--- src/rtl/nibble_serial_addsub_pkg.sv ---
// Shared types and constants for the nibble-serial adder/subtractor.
// Latency: n/a (declarations only).
// Backpressure: n/a.
package nibble_serial_addsub_pkg;

    localparam int NIBBLE_W = 4;

    typedef enum logic [1:0] {
        ST_IDLE = 2'd0,
        ST_RUN  = 2'd1,
        ST_DONE = 2'd2
    } state_t;

    // Width of the nibble index counter. A single-nibble datapath still gets
    // a 1-bit counter so no zero-width vectors appear.
    function automatic int idx_w(input int nib);
        if (nib <= 1) begin
            return 1;
        end
        return $clog2(nib);
    endfunction

endpackage

--- src/rtl/nibble_serial_addsub_if.sv ---
// Operation request / result bundle between issuer, adder and consumer.
// Latency: n/a (wires only).
// Backpressure: in_valid/in_ready on requests, out_valid/out_ready on results.
// master: drives in_valid/in_a/in_b/in_sub/out_ready, observes the rest.
// slave : the adder; drives in_ready and all out_* signals.
interface nibble_serial_addsub_if #(
    parameter int WIDTH = 16
);
    logic             in_valid;
    logic             in_ready;
    logic [WIDTH-1:0] in_a;
    logic [WIDTH-1:0] in_b;
    logic             in_sub;
    logic             out_valid;
    logic             out_ready;
    logic [WIDTH-1:0] out_s;
    logic             out_cout;
    logic             out_ovf;
    logic             out_zero;

    modport master (
        output in_valid, in_a, in_b, in_sub, out_ready,
        input  in_ready, out_valid, out_s, out_cout, out_ovf, out_zero
    );

    modport slave (
        input  in_valid, in_a, in_b, in_sub, out_ready,
        output in_ready, out_valid, out_s, out_cout, out_ovf, out_zero
    );
endinterface

--- src/rtl/nibble_serial_addsub_rca.sv ---
// 4-bit ripple-carry adder slice (four_bit_RCA).
// Latency: combinational.
// Backpressure: none.
// Ports: i_a, i_b (4-bit operands), i_cin (carry in) -> o_s (4-bit sum), o_cout.
module four_bit_RCA
    import nibble_serial_addsub_pkg::*;
(
    input  logic [NIBBLE_W-1:0] i_a,
    input  logic [NIBBLE_W-1:0] i_b,
    input  logic                i_cin,
    output logic [NIBBLE_W-1:0] o_s,
    output logic                o_cout
);
    logic [NIBBLE_W:0] w_c;

    assign w_c[0] = i_cin;

    for (genvar i = 0; i < NIBBLE_W; i++) begin : g_fa
        assign o_s[i]     = i_a[i] ^ i_b[i] ^ w_c[i];
        assign w_c[i + 1] = (i_a[i] & i_b[i]) | (w_c[i] & (i_a[i] ^ i_b[i]));
    end

    assign o_cout = w_c[NIBBLE_W];
endmodule

--- src/rtl/nibble_serial_addsub.sv ---
// WIDTH-bit add/subtract done one nibble per clock through a single 4-bit slice.
// Latency: out_valid rises WIDTH/4 cycles after the accepting edge.
// Backpressure: result held in DONE until out_ready; in_ready low while busy.
// Ports: clk, rst (sync, active-high), bus (slave modport of nibble_serial_addsub_if).
module nibble_serial_addsub
    import nibble_serial_addsub_pkg::*;
#(
    parameter int WIDTH = 16
) (
    input  logic                  clk,
    input  logic                  rst,
    nibble_serial_addsub_if.slave bus
);
    localparam int NIB = WIDTH / NIBBLE_W;
    localparam int IW  = idx_w(NIB);
    localparam int MSB = WIDTH - 1;

    if ((WIDTH % NIBBLE_W) != 0 || WIDTH < NIBBLE_W) begin : g_bad_width
        $error("nibble_serial_addsub: WIDTH must be a multiple of 4 and >= 4");
    end

    state_t              r_state;
    state_t              w_state_nxt;
    logic [WIDTH-1:0]    r_a, r_b, r_s;
    logic [WIDTH-1:0]    w_s_nxt;
    logic                r_sub, r_carry, r_cout, r_ovf, r_zero;
    logic [IW-1:0]       r_idx;
    logic                w_in_rdy, w_out_vld, w_accept, w_last;
    logic [NIBBLE_W-1:0] w_a_nib, w_b_nib, w_sum;
    logic                w_cin, w_cout, w_ovf;

    // Operand nibbles for the current pass; B is inverted for subtraction
    // before it reaches the plain adder slice.
    assign w_a_nib = r_a[NIBBLE_W*int'(r_idx) +: NIBBLE_W];
    assign w_b_nib = r_b[NIBBLE_W*int'(r_idx) +: NIBBLE_W] ^ {NIBBLE_W{r_sub}};

    // First nibble takes the +1 of two's-complement subtraction from sub;
    // later nibbles chain the registered carry.
    assign w_cin  = (r_idx == '0) ? r_sub : r_carry;
    assign w_last = (r_idx == IW'(NIB - 1));

    four_bit_RCA u_slice (
        .i_a    (w_a_nib),
        .i_b    (w_b_nib),
        .i_cin  (w_cin),
        .o_s    (w_sum),
        .o_cout (w_cout)
    );

    // Full result with the current nibble merged in, so the zero flag sees
    // the final nibble rather than the stale register contents.
    always_comb begin
        w_s_nxt = r_s;
        w_s_nxt[NIBBLE_W*int'(r_idx) +: NIBBLE_W] = w_sum;
    end

    assign w_ovf = (r_a[MSB] == (r_b[MSB] ^ r_sub)) & (w_sum[NIBBLE_W-1] != r_a[MSB]);

    always_ff @(posedge clk) begin
        if (rst) begin
            r_state <= ST_IDLE;
        end else begin
            r_state <= w_state_nxt;
        end
    end

    always_comb begin
        w_state_nxt = r_state;
        w_in_rdy    = 1'b0;
        w_out_vld   = 1'b0;
        case (r_state)
            ST_IDLE: begin
                w_in_rdy = 1'b1;
                if (bus.in_valid) begin
                    w_state_nxt = ST_RUN;
                end
            end
            ST_RUN: begin
                if (w_last) begin
                    w_state_nxt = ST_DONE;
                end
            end
            ST_DONE: begin
                w_out_vld = 1'b1;
                if (bus.out_ready) begin
                    w_state_nxt = ST_IDLE;
                end
            end
            default: w_state_nxt = ST_IDLE;
        endcase
    end

    assign w_accept = w_in_rdy & bus.in_valid;

    always_ff @(posedge clk) begin
        if (rst) begin
            r_a     <= '0;
            r_b     <= '0;
            r_sub   <= 1'b0;
            r_carry <= 1'b0;
            r_idx   <= '0;
            r_s     <= '0;
            r_cout  <= 1'b0;
            r_ovf   <= 1'b0;
            r_zero  <= 1'b0;
        end else if (w_accept) begin
            r_a     <= bus.in_a;
            r_b     <= bus.in_b;
            r_sub   <= bus.in_sub;
            r_carry <= bus.in_sub;
            r_idx   <= '0;
        end else if (r_state == ST_RUN) begin
            r_s     <= w_s_nxt;
            r_carry <= w_cout;
            r_idx   <= r_idx + 1'b1;
            if (w_last) begin
                r_cout <= w_cout;
                r_ovf  <= w_ovf;
                r_zero <= (w_s_nxt == '0);
                r_idx  <= '0;
            end
        end
    end

    assign bus.in_ready  = w_in_rdy;
    assign bus.out_valid = w_out_vld;
    assign bus.out_s     = r_s;
    assign bus.out_cout  = r_cout;
    assign bus.out_ovf   = r_ovf;
    assign bus.out_zero  = r_zero;
endmodule

--- src/flat_wrapper.sv ---
// flat-port wrapper written by rule: the top's interface ports become plain ports
module nibble_serial_addsub_flat import nibble_serial_addsub_pkg::*;
#(
    parameter int WIDTH = 16
)
  (clk, rst, bus_in_valid, bus_in_a, bus_in_b, bus_in_sub, bus_out_ready, bus_in_ready, bus_out_valid, bus_out_s, bus_out_cout, bus_out_ovf, bus_out_zero);
  nibble_serial_addsub_if #(.WIDTH(WIDTH)) bus_i ();
  input  logic clk;
  input  logic rst;
  input wire logic [$bits(bus_i.in_valid)-1:0] bus_in_valid;
  input wire logic [$bits(bus_i.in_a)-1:0] bus_in_a;
  input wire logic [$bits(bus_i.in_b)-1:0] bus_in_b;
  input wire logic [$bits(bus_i.in_sub)-1:0] bus_in_sub;
  input wire logic [$bits(bus_i.out_ready)-1:0] bus_out_ready;
  output wire logic [$bits(bus_i.in_ready)-1:0] bus_in_ready;
  output wire logic [$bits(bus_i.out_valid)-1:0] bus_out_valid;
  output wire logic [$bits(bus_i.out_s)-1:0] bus_out_s;
  output wire logic [$bits(bus_i.out_cout)-1:0] bus_out_cout;
  output wire logic [$bits(bus_i.out_ovf)-1:0] bus_out_ovf;
  output wire logic [$bits(bus_i.out_zero)-1:0] bus_out_zero;
  assign bus_i.in_valid = bus_in_valid;
  assign bus_i.in_a = bus_in_a;
  assign bus_i.in_b = bus_in_b;
  assign bus_i.in_sub = bus_in_sub;
  assign bus_i.out_ready = bus_out_ready;
  assign bus_in_ready = bus_i.in_ready;
  assign bus_out_valid = bus_i.out_valid;
  assign bus_out_s = bus_i.out_s;
  assign bus_out_cout = bus_i.out_cout;
  assign bus_out_ovf = bus_i.out_ovf;
  assign bus_out_zero = bus_i.out_zero;
  nibble_serial_addsub #(.WIDTH(WIDTH)) u_core (.clk(clk), .rst(rst), .bus(bus_i));
endmodule
--- config.mk ---
export PLATFORM = sky130hd
export DESIGN_NAME = nibble_serial_addsub_flat
export DESIGN_NICKNAME = d
export VERILOG_FILES = /design/src/rtl/nibble_serial_addsub_pkg.sv /design/src/rtl/nibble_serial_addsub_if.sv /design/src/rtl/nibble_serial_addsub_rca.sv /design/src/rtl/nibble_serial_addsub.sv /design/src/flat_wrapper.sv
export SDC_FILE = /design/constraint.sdc
export NUM_CORES = 1
export LEC_CHECK = 0
export ABC_AREA = 1
export BUFFER_PORTS_ARGS = -buffer_cell sky130_fd_sc_hd__buf_2
export CORE_ASPECT_RATIO = 1.1
export CORE_UTILIZATION = 31
export DETAILED_ROUTE_END_ITERATION = 12
export PLACE_DENSITY = 0.58
export SLEW_MARGIN = 20
export SYNTH_ARGS = -nofsm -noshare
export SYNTH_HDL_FRONTEND = slang
export SYNTH_SLANG_ARGS = --single-unit
export TNS_END_PERCENT = 10
--- constraint.sdc ---
create_clock -name clk -period 3.3 [get_ports clk]
set_input_delay 0.66 -clock clk [delete_from_list [all_inputs] [get_ports clk]]
set_output_delay 0.66 -clock clk [all_outputs]
set_load 0.01 [all_outputs]
---- After elaboration in Yosys (flattened, before gate mapping) ----
Cells that the tools add are included.
storage, ports and cells
  bits in registers ....................... 57
  latch bits .............................. 0
  bits in writable memories ............... 0
  bits in read-only memories .............. 0
  bits of input ports ..................... 37
  output and inout port bits .............. 21
  logic and storage cells ................. 68
  memories kept ........................... 0
operators by class
  add/sub/neg operators ................... 2
  multiply operators ...................... 0
  div/mod/pow operators ................... 0
  order comparisons ....................... 0
  equal/unequal tests ..................... 8
  shift operators ......................... 4
  mux-type cells .......................... 11
  bitwise logic cells ..................... 25
  reductions and logical operators ........ 8
operator list
  cell                                                                     number
  4-bit negator with 33-bit output                                         1
  4-bit by 33-bit variable shift with 16-bit output, first input constant  1
  4-bit by 33-bit indexed part select with 16-bit output                   1
  16-bit by 5-bit indexed part select with 4-bit output                    2
  16-bit bitwise mux                                                       1
  16-bit logical NOT                                                       1
  1-bit bitwise AND                                                        10
  1-bit XOR                                                                9
  2-bit 2-to-1 mux                                                         4
  2-bit one-hot mux with 3 select lines                                    1
  3-bit AND reduction                                                      2
  1-bit 2-to-1 mux                                                         5
  2-bit equality test, second input constant                               2
  2-bit logical NOT                                                        2
  2-bit inequality test, second input constant                             2
  1-bit OR                                                                 4
  4-bit XOR                                                                1
  2-bit by 1-bit adder with 2-bit output, second input constant            1
  2-bit by 1-bit equality test with 1-bit output, second input constant    1
  2-bit by 1-bit inequality test with 1-bit output, second input constant  1
  2-bit AND reduction                                                      1
  2-bit nonzero test                                                       1
  2-bit OR reduction                                                       1
  1-bit equality test                                                      1
  other kinds (2)                                                          2

---- Depth between registers and ports, before layout ----
Gate-level depths: netlist of run 1.
  depth in word-level cells ............... 13
  depth in mapped cells ................... 19
  mapped depth without buffers ............ 18

---- By module ----
Synthesis of run 1 repeated with hierarchy kept, for this count alone.
second synthesis, totals
  cell total of the unflattened synthesis .. 432
  area total of the unflattened synthesis .. 2909.0 µm²
modules (own cells, without submodules)
  module                instances  cells each  area each (µm²)  seq. area each (µm²)
  nibble_serial_addsub  1          418         2791.4           1141.1
  four_bit_RCA          1          14          117.6            0.0

---- Worst setup path after synthesis of run 1 ----
OpenSTA, ideal clock, no wires.
  path type ............................... reg2reg
  from .................................... reg u_core.r_idx[0]
  to ...................................... reg u_core.r_zero, in the netlist u_core.bus.out_zero
  library setup time ...................... 0.132 ns
  data arrival time ....................... 3.322 ns
  data required time ...................... 3.168 ns
  slack ................................... -0.154 ns
  stages on the path, launching flop included .. 19
  clock period less this slack ............ 3.454 ns
  path through ............................ dfxtp_1 -> inv_2 -> clkbuf_1 -> ha_1 -> inv_2 -> o21ai_0 -> fa_1 -> inv_1 -> fa_1 -> fa_1 -> fa_1 -> nor2_1 -> nand3_1 -> nand2_1 -> nor2_1 -> nand2_1 -> nor2_1 -> nand3_1 -> a21oi_1
between the ends
  longest elaborated chain between the ends .. 13
  elaborated cells between the ends (all ways) .. 29
ends and longest elaborated chain
  item                                                    line                                                            RTL
  start, declared                                         nibble_serial_addsub.sv:27                                      logic [IW-1:0] r_idx;
  start signal, assigned                                  nibble_serial_addsub.sv:115                                     r_idx <= r_idx + 1'b1;
  16-bit by 5-bit indexed part select with 4-bit output   nibble_serial_addsub.sv:35                                      assign w_b_nib = r_b[NIBBLE_W*int'(r_idx) +: NIBBLE_W] ^ {NIBBLE_W{r_sub}};
  4-bit XOR                                               nibble_serial_addsub.sv:35
  1-bit XOR                                               nibble_serial_addsub_rca.sv:19, nibble_serial_addsub_rca.sv:20
  1-bit bitwise AND                                       nibble_serial_addsub_rca.sv:20                                  assign w_c[i + 1] = (i_a[i] & i_b[i]) | (w_c[i] & (i_a[i] ^ i_b[i]));
  1-bit OR                                                nibble_serial_addsub_rca.sv:20
  1-bit bitwise AND                                       nibble_serial_addsub_rca.sv:20
  1-bit OR                                                nibble_serial_addsub_rca.sv:20
  1-bit bitwise AND                                       nibble_serial_addsub_rca.sv:20
  1-bit OR                                                nibble_serial_addsub_rca.sv:20
  1-bit XOR                                               nibble_serial_addsub_rca.sv:19                                  assign o_s[i] = i_a[i] ^ i_b[i] ^ w_c[i];
  4-bit by 33-bit indexed part select with 16-bit output  nibble_serial_addsub.sv:54                                      w_s_nxt[NIBBLE_W*int'(r_idx) +: NIBBLE_W] = w_sum;
  16-bit bitwise mux                                      nibble_serial_addsub.sv:54
  16-bit logical NOT                                      nibble_serial_addsub.sv:119                                     r_zero <= (w_s_nxt == '0);
  end signal, assigned                                    nibble_serial_addsub.sv:119
  end, declared                                           nibble_serial_addsub.sv:26                                      logic r_sub, r_carry, r_cout, r_ovf, r_zero;
Parallel ways exist; a longest one is shown, timed or not.
A chain may end at the register's enable or synchronous reset.

---- Worst setup path in the final report of run 1 ----
  from .................................... reg u_core.r_idx[1]
  to ...................................... reg u_core.r_zero, in the netlist u_core.bus.out_zero
The elaborated chain is that of the path after synthesis.

==> run_results.csv, run 1 <==
group,metric,value,unit
timing,max_freq,315,MHz
place,gp_congestion,0.857,
yosys,synth_area,2860,um^2
power_and_ir_drop,leakage,1.70,nW
setup_path,reg2regPathDepth,17,
place,placed_area,3280,um^2
timing,whs,0.462,ns
setup_path,r2r-start,"u_core.r_idx[1]",
cells_and_area,fin_util,39.5,%
timing,finClkSkew,0.00465,ns
setup_path,reg2reg_slack,0.12,ns
route,drc,0,
route,drtIter0Drc,81,
run_status,status,"completed",
cells_and_area,multiInputGateArea,1480,um^2
global_route,grt_pass1_wl,11500,um
cts,cts_setup_buffers,0,
route,viasPerCell,4.61,
cts,cts_buffer_depth,2,
cells_and_area,finalInstanceArea,3530,um^2
setup_path,setup.worst_path.end_class,"register",
cells_and_area,drive_above_1_share,21.6,%
yosys,ys_seq_elements,57,
place,io_buffers,57,
flow_run,maxCapViolations,0,
route,drtAntennaViolNets,0,
place,hpwlAfterDp,5250,um
timing,fin_crit,3.18,ns
floorplan,die_w,93.6,um
yosys,ys_dominant_reg_cell,"dfxtp_1",
timing,finalMaxSlewViolations,0,
min_path,hold_path.class,"register to register",
timing,tns,0,ns
floorplan,die_area,9630,um^2
global_route,grt_max_degree,37,
global_route,antenna_found_initial,0,
cts,cts_tree,"built",
setup_path,critPathKind,"register to register",
yosys,synth_warnings,0,
power_and_ir_drop,power_density,541,nW/um^2
cells_and_area,layout.area.seq,1150,um^2
yosys,ys_seq_area_share,39.8,%
cells_and_area,num-fill-cells,993,
cts,h-tree-depth,3,
cells_and_area,fin_nets,518,
floorplan,ios,58,
cts,cts_buffers,9,
yosys,synth-edff-count,0,
cells_and_area,n_antenna_cell,0,
cts,clock-root-buffer,"clkbuf_8",
global_route,grt_overflow_total,0,
cts,clk_pin_slew,0.07,ns
global_route,track_usage,15.5,%
yosys,yosysUniqueCellTypes,29,
setup_path,r2r_end,"u_core.bus.out_zero",
yosys,syn_nets,459,
min_path,worstHoldStart,"u_core.bus.out_ovf",
route,num_vias,2720,
timing,timing.final.crit_share,96.3,%
setup_path,endpoint,"u_core.bus.out_zero",
timing,setup_viol,0,
power_and_ir_drop,irDropWorstVdd,0.165,mV
floorplan,rows,36,
yosys,netlist_instances,412,
route,firstDrtPassIters,4,
setup_path,cp.required,3.56,ns
global_route,grt_pass1_vias,2547,
floorplan,die_h,103,um
cts,clkLatencyLatePin,0.33,ns
cells_and_area,finalNonFillerCells,590,
cts,cts.sinks,57,
route,routed_wl,6840,um
yosys,async_reset_ff_share,0,%
floorplan,core_area,8920,um^2
timing,rsz0062_at_grt,"true",
route,drt-wirelength-per-cell,11.6,um
timing,slew_headroom,58.6,%
yosys,syn_area_per_cell,6.95,um^2
timing,worstMarginPinSlew,0.620,ns
timing,hold_violations,0,
cells_and_area,area_growth,23.2,%
setup_path,crit_fanout,8,
place,place_inst,574,
setup_path,worstSetupStartpointType,"register",
setup_path,critPathLaunch,"u_core.r_idx[1]",
floorplan,initial_core_util,32.1,%
setup_path,cp_data_arrival_time,3.44,ns
==> cell usage after synthesis (2+ instances only) <==
| cell type | n | area (um^2) |
|---|---|---|
| o211ai_1 | 8 | 60.1 |
| dfxtp_1 | 57 | 1140 |
| ha_1 | 6 | 75.1 |
| a21oi_1 | 14 | 70.1 |
| nand2_1 | 50 | 188 |
| nor2_1 | 117 | 439 |
| nand3_1 | 9 | 45.0 |
| nor3_1 | 2 | 10.0 |
| a21boi_1 | 2 | 15.0 |
| o21ai_0 | 56 | 280 |
| buf_2 | 11 | 55.1 |
| buf_4 | 3 | 22.5 |
| o22ai_1 | 6 | 37.5 |
| fa_1 | 4 | 80.1 |
| a31oi_1 | 3 | 18.8 |
| clkbuf_1 | 6 | 22.5 |
| xor2_1 | 4 | 35.0 |
| a32o_1 | 2 | 20.0 |
| inv_2 | 4 | 15.0 |
| inv_1 | 39 | 146 |
==> timing repair <==
action / in CTS / in global routing
setup endpoints to repair: 0 / 5
endpoints found under the hold margin: 0 / 0
hold buffers: 0 / 0
resized for setup: 0 / 11
==> registers in the layout, indices dropped and copies added, names as in the netlist <==
register / flops
u_core.r_carry: 1
u_core.r_b: 16
u_core.bus.out_zero: 1
u_core.bus.out_s: 16
u_core.bus.out_ovf: 1
u_core.r_state: 2
u_core.bus.out_cout: 1
u_core.r_idx: 2
u_core.r_a: 16
u_core.r_sub: 1
==> power by group <==
part / leakage, nW / switching [W] / total [W] / internal, W
clock network: 0.115 / 0.000276 / 0.000739 / 0.000463
registers: 0.472 / 0.0000397 / 0.000784 / 0.000745
logic: 1.11 / 0.000223 / 0.000383 / 0.000160
==> per-stage QoR <==
| stage | setup slack [ns] | total power, W |
|---|---|---|
| 2_1_floorplan | 0.0279 | 0.00106 |
| 6_report | 0.121 | 0.00191 |
| 3_3_place_gp | 0.135 | 0.00118 |
| 4_1_cts | 0.0701 | 0.00193 |
| 5_1_grt | -0.178 | 0.00203 |
| 3_5_place_dp | 0.0785 | 0.00118 |
==> worst min-delay path by stage <==
stage | slack, ns | to | cells after the start
6_report | 0.46 | u_core.bus.out_ovf | 2
5_1_grt | 0.51 | u_core.bus.out_ovf | 2
4_1_cts | 0.47 | u_core.bus.out_ovf | 2
3_5_place_dp | 0.46 | u_core.bus.out_ovf | 2
3_3_place_gp | 0.45 | u_core.bus.out_ovf | 2
2_1_floorplan | 0.45 | u_core.r_a[15] | 2
==> worst max-delay path, cell delays in order, from the launching register on <==
cell	delay, ns
dfxtp_2	0.34
inv_2	0.09
buf_4	0.16
o21ai_0	0.09
o22ai_1	0.20
fa_2	0.24
inv_1	0.05
fa_2	0.34
fa_2	0.40
fa_2	0.58
nor2_2	0.06
nand3_1	0.08
nand2_1	0.07
nor2_1	0.10
nand2_1	0.06
nor2_1	0.08
nand3_1	0.07
a21oi_1	0.11
==> cell usage in the layout, fill, tap and decap left out, drive strengths merged <==
| cell | count |
|---|---|
| nand3 | 9 |
| nor3 | 2 |
| xor2 | 4 |
| clkinv | 2 |
| or2 | 1 |
| a21oi | 15 |
| a211oi | 1 |
| o21ai | 56 |
| bufinv | 2 |
| a21boi | 2 |
| buf | 68 |
| a31oi | 3 |
| nor2 | 119 |
| inv | 43 |
| dfxtp | 57 |
| nand2 | 52 |
| fa | 4 |
| ha | 6 |
| o22ai | 6 |
| clkbuf | 11 |
| o211ai | 8 |
| a32o | 2 |
| clkinvlp | 1 |
| nand3b | 1 |
| xnor2 | 1 |
==> per-layer routing <==
metal | wire [um] | part of all wire (%) | track usage (%)
met2 | 3190 | 47 | 26.3
met1 | 3180 | 47 | 18.3
met5 | 0 | 0 | 0
met3 | 290 | 4.2 | 4.20
met4 | 171 | 2.5 | 6.98
==> final cells by class <==
cell class	instances	area share, %
timing repair buffer	68	10.4
sequential	57	32.5
clock inverter	5	2.20
multi-input combinational	292	41.9
tap	114	4.04
inverter	43	4.65
clock buffer	11	4.29
==> logic make-up after synthesis <==
kind of cell | synth area share [%]
XOR/XNOR | 1.53
AND/OR/NAND/NOR | 25.8
flip-flops | 39.8
buffers and inverters | 9.13
adder cells (fa/ha/maj) | 5.42
AO/OA/AOI/OAI | 18.3
Power figures use the tool's default switching activity.
==> run 2: changes to the inputs <==
- SYNTH_HIERARCHICAL: default -> 1
==> run 2 against run 1 <==
Effect of this change: worst setup slack improved by 0.066 ns; area after synthesis rose by 1.6%; critical endpoint is now u_core/bus.out_zero; critical path depth rose by 2; non-clock buffer count rose by 2; largest cell class unchanged; sequential share of layout area fell by 0.57 points; critical path type unchanged.
==> run_results.csv, run 2 <==
group,metric,value,unit
run_status,status,"completed",
global_route,grt_pass1_wl,12400,um
cells_and_area,area_growth,23.4,%
yosys,yosys.cell_count.top_type,"nor2_1",
cells_and_area,n_antenna_cell,0,
floorplan,ios,58,
power_and_ir_drop,seq_power_share,41.0,%
route,routed_wl,7310,um
timing,timing.final.crit_share,94.3,%
setup_path,cp.required,3.51,ns
yosys,async_reset_ff_share,0,%
floorplan,die_h,104,um
setup_path,cp_data_arrival_time,3.32,ns
cells_and_area,mostFrequentLayoutCells,"nor2_1 (127), o21ai_0 (68), buf_2 (57)",
setup_path,critPathKind,"register to register",
min_path,worstHoldStart,"u_core/bus.out_cout",
yosys,synthTopCellsByArea,"dfxtp_1 (39%), nor2_1 (17%), o21ai_0 (12%)",
power_and_ir_drop,swShare,29.8,%
floorplan,rows,36,
yosys,synth_area,2910,um^2
timing,finClkSkew,0.00773,ns
timing,hold_violations,0,
cells_and_area,fin_nets,540,
place,place_inst,594,
yosys,synth_warnings,6,
cts,cts.sinks,57,
floorplan,core_area,8960,um^2
timing,tns,0,ns
cells_and_area,finalNonFillerCells,612,
setup_path,r2r-start,"u_core/r_idx[0]",
yosys,yosysUniqueCellTypes,26,
global_route,grt_max_degree,38,
cts,h-tree-depth,3,
yosys,ys_dominant_reg_cell,"dfxtp_1",
yosys,yosys-top-cells-count,"nor2_1 (129), o21ai_0 (72), dfxtp_1 (57), nand2_1 (49), inv_1 (48)",
timing,fin_crit,3.11,ns
route,drt-wirelength-per-cell,12.0,um
route,drc,0,
cells_and_area,final_common_cell,"nor2_1",
setup_path,crit_fanout,5,
cells_and_area,drive_above_1_share,22.1,%
yosys,synth-edff-count,0,
yosys,ys_seq_area_share,39.2,%
power_and_ir_drop,pwr-share-comb,21.3,%
timing,finalMaxSlewViolations,0,
yosys,synth_top_area_share,39.2,%
route,num_vias,2774,
yosys,ys_seq_elements,57,
floorplan,die_w,94.4,um
global_route,grt_pass1_vias,2658,
yosys,syn_nets,479,
route,firstDrtPassIters,4,
cts,cts_buffer_depth,2,
setup_path,critPathLaunch,"u_core/r_idx[0]",
floorplan,die_area,9780,um^2
power_and_ir_drop,leakage,1.78,nW
setup_path,setup.worst_path.end_class,"register",
global_route,grt_overflow_total,0,
cts,cts_tree,"built",
min_path,hold_path.class,"register to register",
place,hpwlAfterDp,5350,um
yosys,netlist_instances,432,
route,drtIter0Drc,125,
place,io_buffers,57,
floorplan,initial_core_util,32.5,%
timing,worstMarginPinSlew,0.840,ns
timing,setup_viol,0,
cts,cts_buffers,9,
power_and_ir_drop,irDropWorstVdd,0.218,mV
timing,slew_headroom,43.9,%
global_route,antenna_found_initial,0,
flow_run,maxCapViolations,0,
power_and_ir_drop,clkPwrFrac,37.7,%
yosys,syn_area_per_cell,6.73,um^2
route,viasPerCell,4.53,
place,gp_congestion,0.883,
power_and_ir_drop,p_sw,0.000569,W
global_route,track_usage,16.1,%
power_and_ir_drop,power_density,533,nW/um^2
setup_path,worstSetupStartpointType,"register",
power_and_ir_drop,p_int,0.00134,W
route,drtAntennaViolNets,0,
cts,clkLatencyLatePin,0.34,ns
timing,rsz0062_at_grt,"false",
yosys,yosys.area.top_type,"dfxtp_1",
timing,max_freq,321,MHz
cts,clock-root-buffer,"clkbuf_8",
cts,cts_hold_buf,0,
cts,clk_pin_slew,0.06,ns
==> run 2: cell count changes in the layout (fill, tap and decap cells not counted), sizes merged, moves of 3 or more <==
cell | before | now
nor2 | 119 | 131
nand3 | 9 | 14
o21ai | 56 | 72
o22ai | 6 | 9
o211ai | 8 | 2
inv | 43 | 50
a21oi | 15 | 8
==> run 2: per-layer routing <==
metal  vias up  GRT usage (%)  wire length, um
met3         8           4.85              285
li1       1480              -                -
met4         0           4.73               87
met2        55           25.9             3480
met1      1231           20.6             3460
met5         -              0                0
==> run 2: through the flow <==
step | hold WS [ns] | power, W | setup slack, ns | utilization [%] | instance area, um^2
final | 0.472 | 0.00191 | 0.188 | 40.0 | 3590
after global routing | 0.496 | 0.00204 | 0.0107 | 40.0 | 3590
after CTS | 0.480 | 0.00193 | 0.0391 | 39.5 | 3540
after detailed placement | 0.471 | 0.00119 | 0.0447 | 37.1 | 3320
after global placement | 0.463 | 0.00119 | 0.131 | 37.1 | 3320
after floorplan | 0.450 | 0.00107 | 0.00236 | - | 2920
==> run 2: power by group through the flow <==
stage               Clock, W  Combinational (W)  Sequential (W)
finish              0.000722           0.000408        0.000784
global route        0.000776           0.000477        0.000790
CTS                 0.000747           0.000396        0.000784
detailed placement         0           0.000395        0.000799
global placement           0           0.000389        0.000799
floorplan                  0           0.000278        0.000795
==> run 2: cell families (layout without fill, tap and decap cells) <==
group / Yosys count / after routing / share of synthesized area, %
AND/OR/NAND/NOR: 196 / 196 / 27.1
AO/OA/AOI/OAI: 93 / 93 / 16.8
buffers and inverters: 71 / 137 / 10.1
flip-flops: 57 / 57 / 39.2
adder cells (fa/ha/maj): 10 / 10 / 5.33
XOR/XNOR: 5 / 5 / 1.51
==> run 2: what timing repair did <==
action / 4_1_cts / 5_1_grt
endpoints found under the setup margin: 0 / 5
resized for setup: 0 / 19
setup buffers: 0 / 2
==> run 2: worst max-delay path, cell delays in order, from the launching register on <==
cell and delay [ns]:
dfxtp_4 0.36, buf_6 0.12, o21ai_1 0.11, o22ai_1 0.11
xor2_1 0.16, fa_2 0.35, inv_2 0.06, fa_2 0.18
inv_2 0.04, fa_1 0.34, inv_1 0.07, fa_1 0.41
inv_2 0.11, nand3_2 0.11, o21ai_2 0.17, nor2_1 0.05
nand2_1 0.06, nor2_1 0.04, nand2_1 0.06, a21oi_2 0.04
==> run 2: path summary, 6_finish.rpt <==
kind | end | slack [ns] | cells past startpoint
min reg2reg | u_core/bus.out_cout | 0.47 | 2
max reg2reg | u_core/bus.out_zero | 0.19 | 19
min | u_core/bus.out_cout | 0.47 | 2
max | u_core/bus.out_zero | 0.19 | 19
==> run 2: layout make-up <==
class | count | area [um^2]
Multi-Input combinational cell | 304 | 1500
Clock buffer | 11 | 141
Tap cell | 114 | 143
Clock inverter | 5 | 78.8
Inverter | 51 | 194
Timing Repair Buffer | 70 | 387
Fill cell | 942 | 5370
Sequential cell | 57 | 1150
